## src/rtl/ccg_pkg.sv

```systemverilog
// ccg_pkg: opcodes, slot configuration type and reset defaults for the gate array
package ccg_pkg;
  typedef enum logic [2:0] {
    OP_AND  = 3'd0,
    OP_OR   = 3'd1,
    OP_XOR  = 3'd2,
    OP_NAND = 3'd3,
    OP_NOR  = 3'd4,
    OP_XNOR = 3'd5,
    OP_BUF  = 3'd6,
    OP_NOT  = 3'd7
  } op_e;
  typedef struct packed {
    op_e        op;
    logic [4:0] a;
    logic [4:0] b;
  } slot_cfg_t;
  function automatic slot_cfg_t slot_default(int slot, int n_in);
    slot_cfg_t c;
    c.op = OP_BUF;
    c.a  = 5'(slot % n_in);
    c.b  = '0;
    return c;
  endfunction
endpackage

```

## src/rtl/ccg_gate_slot.sv

```systemverilog
// ccg_gate_slot: combinational evaluator for one programmable two-input gate
module ccg_gate_slot
  import ccg_pkg::*;
(
  input  logic [31:0] x,
  input  slot_cfg_t   cfg,
  output logic        y
);
  logic a, b;
  always_comb begin
    a = x[cfg.a];
    b = x[cfg.b];
    y = 1'b0;
    case (cfg.op)
      OP_AND:  y = a & b;
      OP_OR:   y = a | b;
      OP_XOR:  y = a ^ b;
      OP_NAND: y = ~(a & b);
      OP_NOR:  y = ~(a | b);
      OP_XNOR: y = ~(a ^ b);
      OP_BUF:  y = a;
      OP_NOT:  y = ~a;
    endcase
  end
endmodule

```

## src/rtl/ccg_prog_gate_array.sv

```systemverilog
// ccg_prog_gate_array: two-stage pipelined array of N_OUT programmable gates over N_IN inputs
module ccg_prog_gate_array
  import ccg_pkg::*;
#(
  parameter int N_IN  = 6,
  parameter int N_OUT = 18,
  parameter int CNT_W = 16
) (
  input  logic             clk,
  input  logic             rst,
  input  logic             cfg_valid,
  output logic             cfg_ready,
  input  logic [5:0]       cfg_idx,
  input  logic [2:0]       cfg_op,
  input  logic [4:0]       cfg_a,
  input  logic [4:0]       cfg_b,
  input  logic             in_valid,
  output logic             in_ready,
  input  logic [N_IN-1:0]  x,
  output logic             out_valid,
  input  logic             out_ready,
  output logic [N_OUT-1:0] f,
  output logic [CNT_W-1:0] res_cnt,
  output logic             cfg_err
);
  logic             s1_valid_q, s1_valid_d, s2_valid_q, s2_valid_d;
  logic [N_IN-1:0]  s1_x_q, s1_x_d;
  logic [N_OUT-1:0] f_q, f_d, f_new;
  logic [CNT_W-1:0] res_cnt_q, res_cnt_d;
  logic             cfg_err_q, cfg_err_d;
  slot_cfg_t        slot_q [N_OUT];
  slot_cfg_t        slot_d [N_OUT];
  slot_cfg_t        wr_cfg;
  logic             s1_stall, s2_stall, cfg_busy, in_hs, idx_ok;
  logic [31:0]      xe;
  // zero-padding makes any operand index >= N_IN read as constant 0
  assign xe = 32'(s1_x_q);
  always_comb begin
    s2_stall   = s2_valid_q && !out_ready;
    s1_stall   = s1_valid_q && s2_stall;
    cfg_ready  = !rst && !s1_valid_q && !s2_valid_q;
    cfg_busy   = cfg_valid && cfg_ready;
    in_ready   = !rst && !cfg_busy && !s1_stall;
    in_hs      = in_valid && in_ready;
    s1_valid_d = s1_stall ? s1_valid_q : in_hs;
    s1_x_d     = in_hs ? x : s1_x_q;
    s2_valid_d = s2_stall ? s2_valid_q : s1_valid_q;
    f_d        = (!s2_stall && s1_valid_q) ? f_new : f_q;
    res_cnt_d  = res_cnt_q + CNT_W'(s2_valid_q && out_ready);
    idx_ok     = 32'(cfg_idx) < N_OUT;
    cfg_err_d  = cfg_err_q || (cfg_busy && !idx_ok);
    wr_cfg.op  = op_e'(cfg_op);
    wr_cfg.a   = cfg_a;
    wr_cfg.b   = cfg_b;
    for (int i = 0; i < N_OUT; i++)
      slot_d[i] = (cfg_busy && 32'(cfg_idx) == i) ? wr_cfg : slot_q[i];
  end
  always_ff @(posedge clk) begin
    if (rst) begin
      s1_valid_q <= 1'b0;
      s2_valid_q <= 1'b0;
      s1_x_q     <= '0;
      f_q        <= '0;
      res_cnt_q  <= '0;
      cfg_err_q  <= 1'b0;
      for (int i = 0; i < N_OUT; i++) slot_q[i] <= slot_default(i, N_IN);
    end else begin
      s1_valid_q <= s1_valid_d;
      s2_valid_q <= s2_valid_d;
      s1_x_q     <= s1_x_d;
      f_q        <= f_d;
      res_cnt_q  <= res_cnt_d;
      cfg_err_q  <= cfg_err_d;
      for (int i = 0; i < N_OUT; i++) slot_q[i] <= slot_d[i];
    end
  end
  for (genvar g = 0; g < N_OUT; g++) begin : g_slot
    ccg_gate_slot u_slot (.x(xe), .cfg(slot_q[g]), .y(f_new[g]));
  end
  assign out_valid = s2_valid_q;
  assign f         = f_q;
  assign res_cnt   = res_cnt_q;
  assign cfg_err   = cfg_err_q;
endmodule

```

## config.mk

```make
export PLATFORM = sky130hd
export DESIGN_NAME = ccg_prog_gate_array
export DESIGN_NICKNAME = d
export VERILOG_FILES = /design/src/rtl/ccg_pkg.sv /design/src/rtl/ccg_gate_slot.sv /design/src/rtl/ccg_prog_gate_array.sv
export SDC_FILE = /design/constraint.sdc
export NUM_CORES = 1
export LEC_CHECK = 0
export ABC_AREA = 1
export BUFFER_PORTS_ARGS = -buffer_cell sky130_fd_sc_hd__buf_2
export CORE_ASPECT_RATIO = 0.8
export CORE_MARGIN = 4
export CORE_UTILIZATION = 60
export DETAILED_ROUTE_END_ITERATION = 16
export HOLD_SLACK_MARGIN = 0.12
export MAX_ROUTING_LAYER = met4
export PLACE_DENSITY = 0.78
export SETUP_SLACK_MARGIN = 0.3
export SLEW_MARGIN = 20
export SYNTH_ARGS = -nofsm -noshare
export SYNTH_HDL_FRONTEND = slang
export SYNTH_SLANG_ARGS = --single-unit
```

## constraint.sdc

```tcl
create_clock -name clk -period 2.8 [get_ports clk]
set_input_delay 0.42 -clock clk [delete_from_list [all_inputs] [get_ports clk]]
set_output_delay 0.42 -clock clk [all_outputs]
set_load 0.02 [all_outputs]
```

==> flow_summary_export.csv, run 1 <==
group,metric,value,unit
job,cap_violations,0,
power,fin_total_pwr,8.64,mW
sta,grt_setup_unrepaired,"true",
final_layout,layout.cells.non_filler,2461,
final_layout,areaGrowthSynthToFinish,10.2,%
power,p_sw,2.15,mW
floorplan,die_w,181,µm
power,seqPwrFrac,46.1,%
yosys,yosysWarnings,0,
final_layout,antenna_cells,0,
min_path,min_path_type,"in2reg",
sta,layout_setup_ws,0.467,ns
global_route,grt.met2_usage,47.3,%
global_route,grt-ovfl-total,0,
clock_tree,cts-root-buf,"clkbuf_16",
yosys,synth_edf_count,0,
power,p_leak,7.18,nW
sta,worst_slew_pin_slew,0.829,ns
clock_tree,h-tree-depth,1,
detailed_routing,drt_iter0_markers,1382,
floorplan,die_area,0.0265,mm²
sta,fin_crit_sh,83.3,%
global_route,grt_use_total,28.7,%
global_route,grt_max_degree,164,
global_route,antenna_found_initial,0,
place,dp_cells,2408,
global_route,grt_busiest_layer,"met2",
power,cellInternalPower,6.49,mW
power,p_comb_share,8.7,%
power,power_frac_clock,45.2,%
yosys,syn_area,0.0144,mm²
run_status,status,"finished, final reports clean",
clock_tree,clkTransAtPathRegs,0.06,ns
place,post-place-ws,0.266,ns
clock_tree,cts_setup_buffers,0,
detailed_routing,vias_per_cell,5.68,
clock_tree,cts.path.max_buffers,3,
critical_path,required,3.21,ns
critical_path,cp-start-kind,"flop",
sta,max_freq,429,MHz
yosys,ys_seq_elements,277,
yosys,synthFlopType,"dfxtp_1",
sta,finalCriticalPeriod,2.33,ns
clock_tree,cts_buffers,29,
detailed_routing,dr.pass1.iters,6,
power,vdd_drop_max,0.413,mV
global_route,grt_use_met1,37.0,%
place,io_buffers,67,
place,dp_hpwl,24100,µm
detailed_routing,wirelength,38300,µm
global_route,grt_use_met3,3.61,%
detailed_routing,drc,0,
detailed_routing,dr_total_vias,14000,
floorplan,die_height,146,µm
final_layout,layout_commonest_cell,"nand2_1",
sta,finalHoldViolCount,0,
floorplan,start_util,61.2,%
sta,slew_violations,0,
yosys,syn_inst,2109,
floorplan,rows,50,
final_layout,drive_gt1_share,8.14,%
detailed_routing,avgRoutedWirePerCell,15.6,µm
yosys,synth.net_count,2177,
global_route,grt_pass1_wl,62400,µm
critical_path,arrival,2.74,ns
place,gp_congestion,0.896,
floorplan,num_io_pins,68,
power,pwr_density_cell,546,mW/mm²
yosys,async_flop_share,0,%
critical_path,cp_max_fo,37,
detailed_routing,ant_nets,0,
critical_path,critPathKind,"reg2reg",
sta,setup_violations,0,
sta,maxSlewHeadroom,44.4,%
clock_tree,clkLatencyLatePin,0.54,ns
critical_path,end_kind,"flop",
yosys,yosysSeqAreaShare,38.6,%
yosys,avgSynthCellArea,6.81,µm²
clock_tree,tritoncts,"yes",
final_layout,final_cell_mix,"nand2_1 (380), inv_1 (280), dfxtp_1 (275), o21ai_0 (253), a21oi_1 (244)",
sta,tns,0,ns
final_layout,fin_nets,2195,
floorplan,core,0.0235,mm²
sta,skew,0.00899,ns
global_route,grt_pass1_vias,13000,
power,switching_share,24.9,%
clock_tree,cts.sinks,277,
yosys,synth_cell_types,35,
-- metrics by stage --
step / hold slack (ns) / util, % / cell area (µm²)
floorplan: 0.430 / - / 14400
global placement: 0.449 / 63.2 / 14800
detailed placement: 0.455 / 63.2 / 14800
CTS: 0.173 / 67.4 / 15800
global route: 0.192 / 67.5 / 15800
finish: 0.189 / 67.5 / 15800
-- kinds of logic (layout without fill, tap and decap cells) --
group | after synthesis | count (layout) | share of synthesized area, %
AO/OA/AOI/OAI | 636 | 636 | 24.0
XOR/XNOR | 2 | 2 | 0.122
adder cells (fa/ha/maj) | 38 | 38 | 3.31
buffers and inverters | 402 | 442 | 11.1
flip-flops | 277 | 277 | 38.6
AND/OR/NAND/NOR | 754 | 754 | 22.8
-- layer usage --
metal  part of all wire, %  vias to the layer above
met5                     0                        -
met4                   3.2                        0
met3                   7.6                       89
met2                    46                      504
met1                    43                     6356
li1                      -                     7025
-- cells in the mapped netlist (all sizes together) (2+ instances only) --
library cell  number  share of area [%]
a211oi            13               0.68
a21oi            244                8.5
buf               51                1.9
clkbuf            54                1.4
clkinv            14               0.37
dfxtp            277                 39
ha                38                3.3
inv              283                7.4
nand2            383                 10
nand3            115                4.2
nand4             21               0.91
nor2             203                6.2
nor3              28                1.2
o2111ai           18                1.1
o211ai            51                2.7
o21ai            292                 10
o31ai             17               0.89
xnor2              2               0.12
-- worst max-delay path, stage by stage, from the launching register on --
cell and delay [ns]:
dfxtp_1 0.32, bufinv_8 0.27, nor2_1 0.12, a21oi_1 0.04, o21ai_0 0.17, inv_1 0.06
o21ai_1 0.13, nand3_1 0.12, ha_1 0.31, nand3b_1 0.11, nand2_1 0.05, a21oi_1 0.11
nor2_1 0.05, nor2_1 0.12, nand3_1 0.11, nand2_1 0.06, a21oi_1 0.05
-- area by class of cell --
class | instances | area [µm²]
clock buffer | 37 | 806
clock inverter | 16 | 168
fill | 1994 | 7620
inverter | 297 | 1130
multi-input combinational | 1430 | 7230
sequential | 277 | 5550
tap | 312 | 390
timing repair buffer | 92 | 559
-- state kept, by name (all words and copies together) (netlist names) --
name,count
f,18
cfg_err,1
res_cnt,16
slot_q,234
out_valid,1
s1_valid_q,1
s1_x_q,6
-- power by group through the flow --
stage / registers (mW) / logic (mW) / clock network, mW
6_report: 3.99 / 0.753 / 3.90
5_1_grt: 3.99 / 0.829 / 4.13
4_1_cts: 3.99 / 0.735 / 3.95
3_5_place_dp: 4.07 / 0.727 / 0
3_3_place_gp: 4.07 / 0.708 / 0
2_1_floorplan: 4.07 / 0.479 / 0
-- repair_timing --
action / CTS / global route
gates resized for setup: 1 / 13
endpoints found under the setup margin: 3 / 18
pin swaps: 0 / 1
hold buffers: 0 / 0
cloned: 0 / 0
-- final timing paths --
path	start	endpoint	slack, ns	cells after the start
worst max-delay path	s1_x_q[2]	f[12]	0.47	16
worst max register to register	s1_x_q[2]	f[12]	0.47	16
worst min-delay path	x[2]	s1_x_q[2]	0.19	3
worst min register to register	f[17]	f[17]	0.46	2
Power figures use the tool's default switching activity.
==> run 2: changes to the inputs <==
Clock period 2.8 ns to 2.25 ns, I/O delays scaled along.
==> run 2 against run 1 <==
Effect of this change: count of clock-buffer cells in the layout up 2; design area up 6.6%; clock skew grew 0.00077 ns; largest cell class unchanged; final cell count up 2.4%.
==> flow_summary_export.csv, run 2 (synthesized netlist as in run 1, its figures left out) <==
group,metric,value,unit
place,io_buffers,67,
critical_path,cp-start-kind,"flop",
global_route,grt_use_total,29.4,%
place,dp_cells,2434,
final_layout,drive_gt1_share,14.1,%
critical_path,critPathKind,"reg2reg",
place,place_area,0.0152,mm²
sta,worst_slew_pin_slew,0.984,ns
sta,fin_crit_sh,99.4,%
power,p_leak,7.52,nW
clock_tree,cts_buffers,28,
detailed_routing,drt_iter0_markers,1527,
power,power_frac_clock,43.9,%
clock_tree,h-tree-depth,1,
critical_path,end_kind,"flop",
global_route,grt_pass1_vias,12800,
power,p_comb_share,10.5,%
global_route,grt_max_degree,123,
floorplan,die_w,181,µm
clock_tree,cts.path.max_buffers,3,
power,pwr_density_cell,643,mW/mm²
critical_path,r2r_start,"s1_x_q[1]",
final_layout,layout.cells.non_filler,2519,
floorplan,start_util,61.2,%
clock_tree,hold_buffers,7,
floorplan,die_height,146,µm
final_layout,fin_nets,2255,
place,gp_congestion,0.901,
clock_tree,cts.sinks,277,
sta,max_freq,447,MHz
floorplan,num_io_pins,68,
power,p_sw,2.76,mW
power,switching_share,25.4,%
final_layout,largest_register_ffs,234,
global_route,grt-ovfl-total,0,
run_status,status,"finished, final reports clean",
critical_path,timing.rr.end,"f[4]",
critical_path,arrival,2.63,ns
detailed_routing,dr_total_vias,14500,
job,cap_violations,0,
detailed_routing,dr.pass1.iters,8,
power,seqPwrFrac,45.7,%
floorplan,core,0.0235,mm²
floorplan,die_area,0.0265,mm²
sta,skew,0.00977,ns
global_route,grt_pass1_wl,63700,µm
min_path,holdPathStages,2,
final_layout,antenna_cells,0,
detailed_routing,vias_per_cell,5.74,
clock_tree,tritoncts,"yes",
final_layout,final_cell_mix,"nand2_1 (374), inv_1 (273), dfxtp_1 (270), a21oi_1 (235), o21ai_0 (209)",
clock_tree,clkLatencyLatePin,0.55,ns
critical_path,cp_max_fo,21,
power,vdd_drop_max,0.705,mV
final_layout,final_area,0.0169,mm²
clock_tree,cts-root-buf,"clkbuf_16",
detailed_routing,ant_nets,0,
sta,maxSlewHeadroom,34.4,%
power,cellInternalPower,8.11,mW
critical_path,rrSetupSlack,0.01,ns
sta,finalCriticalPeriod,2.24,ns
final_layout,top_register,"slot_q",
min_path,holdPathEnd,"s1_valid_q",
final_layout,layout_commonest_cell,"nand2_1",
final_layout,nFillCells,1892,
sta,slew_violations,0,
detailed_routing,drc,0,
min_path,hold_start,"rst",
final_layout,areaGrowthSynthToFinish,17.5,%
detailed_routing,wirelength,41200,µm
sta,setup_violations,0,
floorplan,rows,50,
sta,grt_setup_unrepaired,"true",
min_path,min_path_type,"in2reg",
detailed_routing,avgRoutedWirePerCell,16.4,µm
place,dp_hpwl,24300,µm
critical_path,required,2.65,ns
critical_path,r2r_cells,17,
clock_tree,clkTransAtPathRegs,0.06,ns
global_route,antenna_found_initial,0,
sta,finalHoldViolCount,0,
## run 2: changes by cell type in the layout (fill, tap and decap cells not counted), sizes merged
cell         previous run  this run
clkinv                 22        18
clkbuf                 37        39
nor2                  203       210
bufinv                  4         2
dlygate4sd3             0         7
inv                   282       284
buf                    92       138
## run 2: layout make-up
cell class                 instances  area [µm²]  area share, %
tap                              312         390           2.31
timing repair buffer             145        1180           7.02
sequential                       277        5560           32.9
clock inverter                    11         118          0.696
timing repair inverter             1        8.76         0.0519
clock buffer                      39         823           4.87
inverter                         297        1150           6.82
multi-input combinational       1437        7650           45.3
## run 2: power by group through the flow
stage / Clock [mW] / Sequential [mW] / Combinational, mW
global route: 5.02 / 4.97 / 1.23
CTS: 4.81 / 4.96 / 1.07
finish: 4.77 / 4.96 / 1.14
global placement: 0 / 5.07 / 0.946
detailed placement: 0 / 5.07 / 0.969
floorplan: 0 / 5.07 / 0.625
## run 2: timing repair
item                                   4_1_cts  5_1_grt
gates cloned                                 3        7
setup buffers                               12        6
setup endpoints to repair                   21       81
endpoints found under the hold margin        8        1
gates resized for setup                     64       75
pin swaps                                   33       46
## run 2: how the worst max path moves through the flow
stage                         start  endpoint  slack [ns]
after floorplan           s1_x_q[1]     f[11]        0.20
after global placement    s1_x_q[2]     f[16]        0.01
after detailed placement  s1_x_q[3]      f[7]       -0.09
after CTS                 s1_x_q[1]      f[3]        0.06
after global routing      s1_x_q[1]     f[12]       -0.18
final                     s1_x_q[1]      f[4]        0.01
## run 2: stage by stage
step | setup WS, ns | hold WS (ns) | util [%] | setup TNS [ns] | total power, mW
after CTS | 0.0583 | 0.0782 | 70.5 | 0 | 10.8
after detailed placement | -0.0862 | 0.449 | 64.6 | -0.179 | 6.04
final | 0.0138 | 0.0962 | 72.0 | 0 | 10.9
after global routing | -0.176 | 0.0893 | 72.0 | -1.75 | 11.2
after global placement | 0.0143 | 0.445 | 64.6 | 0 | 6.01
after floorplan | 0.199 | 0.429 | - | 0 | 5.70
## run 2: per-layer routing
layer / GRT usage, % / wire length [µm] / vias up
met1: 39.8 / 17600 / 6577
met4: 8.25 / 1070 / 0
li1: - / - / 7171
met2: 46.6 / 19100 / 611
met5: - / 0 / -
met3: 3.96 / 3370 / 92
## run 2: worst max-delay path, cell delays in order, from the launching register on
cell and delay (ns):
dfxtp_4 0.37, inv_8 0.08, a21oi_1 0.17, o21ai_0 0.14, o21ai_1 0.10, inv_1 0.05, o21ai_1 0.15, nand3_1 0.13
inv_2 0.08, ha_4 0.19, nand3_1 0.07, o21ai_1 0.06, nor2_1 0.10, nor2_1 0.05, nor2_1 0.11, nand3_1 0.09
nand2_1 0.07, a21oi_1 0.05
==> run 3: changes to the inputs <==
Settings changed: GPL_TIMING_DRIVEN set to 0.
==> run 3 against run 2 <==
Effect of this change: the flow now finishes with violations (negative setup slack); worst setup slack worse by 0.14 ns; worst hold slack improved by 0.037 ns; total power up 1.9%; non-clock buffer count increased by 63; critical path type unchanged; highest routed layer unchanged.
==> flow_summary_export.csv, run 3 (synthesized netlist as in run 1, its figures left out) <==
group,metric,value,unit
sta,finalHoldViolCount,0,
run_status,failed_checks,"negative setup slack",
power,switching_share,26.5,%
power,seqPwrFrac,44.8,%
sta,slew_violations,0,
floorplan,num_io_pins,68,
sta,fin_crit_sh,106,%
min_path,min_path_type,"in2reg",
floorplan,start_util,61.2,%
sta,tns,-0.813,ns
global_route,grt.met2_usage,51.6,%
global_route,grt_busiest_layer,"met2",
final_layout,fin_nets,2311,
power,vdd_drop_max,0.551,mV
final_layout,seqCellArea,0.00555,mm²
critical_path,required,2.66,ns
global_route,grt_use_total,34.7,%
detailed_routing,dr.pass1.iters,5,
final_layout,final_cell_mix,"nand2_1 (375), dfxtp_1 (274), inv_1 (262), a21oi_1 (225), nor2_1 (182)",
sta,layout_setup_ws,-0.126,ns
final_layout,layout_commonest_cell,"nand2_1",
floorplan,rows,50,
detailed_routing,drc,0,
place,io_buffers,62,
job,cap_violations,0,
global_route,grt_use_met3,7.05,%
final_layout,multiInputGateArea,0.00790,mm²
final_layout,top_register,"slot_q",
critical_path,end_kind,"flop",
final_layout,antenna_cells,0,
global_route,grt_pass1_wl,73000,µm
global_route,grt_max_degree,14,
clock_tree,cts.path.max_buffers,3,
detailed_routing,dr_total_vias,15400,
clock_tree,cts.sinks,277,
clock_tree,tritoncts,"yes",
final_layout,nFillCells,1845,
place,dp_hpwl,30900,µm
critical_path,cp_max_fo,5,
floorplan,die_area,0.0265,mm²
global_route,grt_pass1_vias,14000,
sta,skew,0.0171,ns
final_layout,utilization,73.7,%
floorplan,die_height,146,µm
final_layout,final_area,0.0173,mm²
power,power_frac_clock,43.4,%
sta,whs,0.133,ns
critical_path,critPathKind,"reg2reg",
sta,grt_setup_unrepaired,"true",
floorplan,die_w,181,µm
clock_tree,clkTransAtPathRegs,0.06,ns
global_route,grt-ovfl-total,0,
power,p_sw,2.94,mW
final_layout,largest_register_ffs,234,
clock_tree,cts_buffers,29,
detailed_routing,drt_iter0_markers,1825,
sta,finalCriticalPeriod,2.38,ns
sta,maxSlewHeadroom,23.0,%
detailed_routing,ant_nets,0,
power,pwr_density_cell,640,mW/mm²
power,cellInternalPower,8.14,mW
detailed_routing,wirelength,47100,µm
clock_tree,h-tree-depth,1,
power,p_leak,7.66,nW
run_status,status,"finished with violations",
clock_tree,cts-root-buf,"clkbuf_16",
place,post-place-ws,-0.535,ns
power,p_comb_share,11.8,%
sta,max_freq,421,MHz
sta,worst_slew_pin_slew,1.15,ns
global_route,antenna_found_initial,0,
critical_path,arrival,2.79,ns
final_layout,areaGrowthSynthToFinish,20.4,%
sta,setup_violations,16,
clock_tree,clkLatencyLatePin,0.55,ns
critical_path,cp-start-kind,"flop",
detailed_routing,vias_per_cell,5.98,
place,gp_congestion,0.978,
global_route,grt_use_met1,46.4,%
place,place_area,0.0152,mm²
detailed_routing,avgRoutedWirePerCell,18.3,µm
floorplan,core,0.0235,mm²
final_layout,drive_gt1_share,16.1,%
## run 3: changes by cell type in the layout (fill, tap and decap cells not counted), moves of 9 or more
cell	delta
ha_1	-15
nand3_1	-13
buf_2	+19
buf_4	-12
ha_4	+14
a21oi_1	-10
o21ai_1	+22
inv_1	-11
clkbuf_1	+48
inv_2	+12
nor2_4	-9
o21ai_0	-29
nand3_2	+12
## run 3: final cells by class
cell class / instances / share of cell area [%]
clock inverter: 11 / 0.673
tap: 312 / 2.26
inverter: 297 / 6.75
sequential: 277 / 32.1
clock buffer: 40 / 4.72
buffer: 105 / 3.75
multi-input combinational: 1430 / 45.7
timing repair buffer: 103 / 4.04
## run 3: layer usage
layer | vias to the layer above | wire [µm] | part of all wire (%)
met5 | - | 0 | 0
met4 | 0 | 2210 | 4.7
met3 | 178 | 5360 | 11
met2 | 855 | 20300 | 43
met1 | 7084 | 19200 | 41
li1 | 7276 | - | -
## run 3: repair_timing
item / in CTS / in global routing
pin swaps: 89 / 121
endpoints found under the setup margin: 25 / 33
endpoints found under the hold margin: 9 / 0
hold buffers: 8 / 0
cloned: 1 / 0
resized for setup: 161 / 75
setup buffers: 28 / 4
## run 3: worst paths after layout
check | startpoint | end | slack (ns) | cells after the start
worst max-delay path | s1_x_q[1] | f[12] | -0.13 | 18
worst min-delay path | cfg_b[0] | slot_q[1][0] | 0.13 | 3
worst max register to register | s1_x_q[1] | f[12] | -0.13 | 18
worst min register to register | f[0] | f[0] | 0.46 | 2
## run 3: metrics by stage
step	instances	power, mW
after floorplan	2109	5.70
after global placement	2483	6.05
after detailed placement	2483	6.08
after CTS	2571	11.0
after global routing	2575	11.4
final	2575	11.1
## run 3: power by group through the flow
stage          Combinational [mW]  Sequential, mW  Clock [mW]
2_1_floorplan               0.625            5.07           0
3_3_place_gp                0.986            5.06           0
3_5_place_dp                 1.01            5.06           0
4_1_cts                      1.21            4.96        4.80
5_1_grt                      1.39            4.96        5.01
6_report                     1.31            4.96        4.81
## run 3: worst max-delay path, stage by stage (launching register included)
cell and delay [ns]:
dfxtp_2 0.36, inv_6 0.04, clkbuf_16 0.16, buf_12 0.14, a21oi_2 0.11, o21ai_1 0.08
o21ai_1 0.11, inv_1 0.08, o21ai_1 0.14, nand3_1 0.14, ha_1 0.31, nand3b_1 0.10
nand2_1 0.07, a21oi_2 0.09, nor2_1 0.04, nor2_1 0.08, nand3_1 0.08, nand2_1 0.07
a21oi_2 0.04
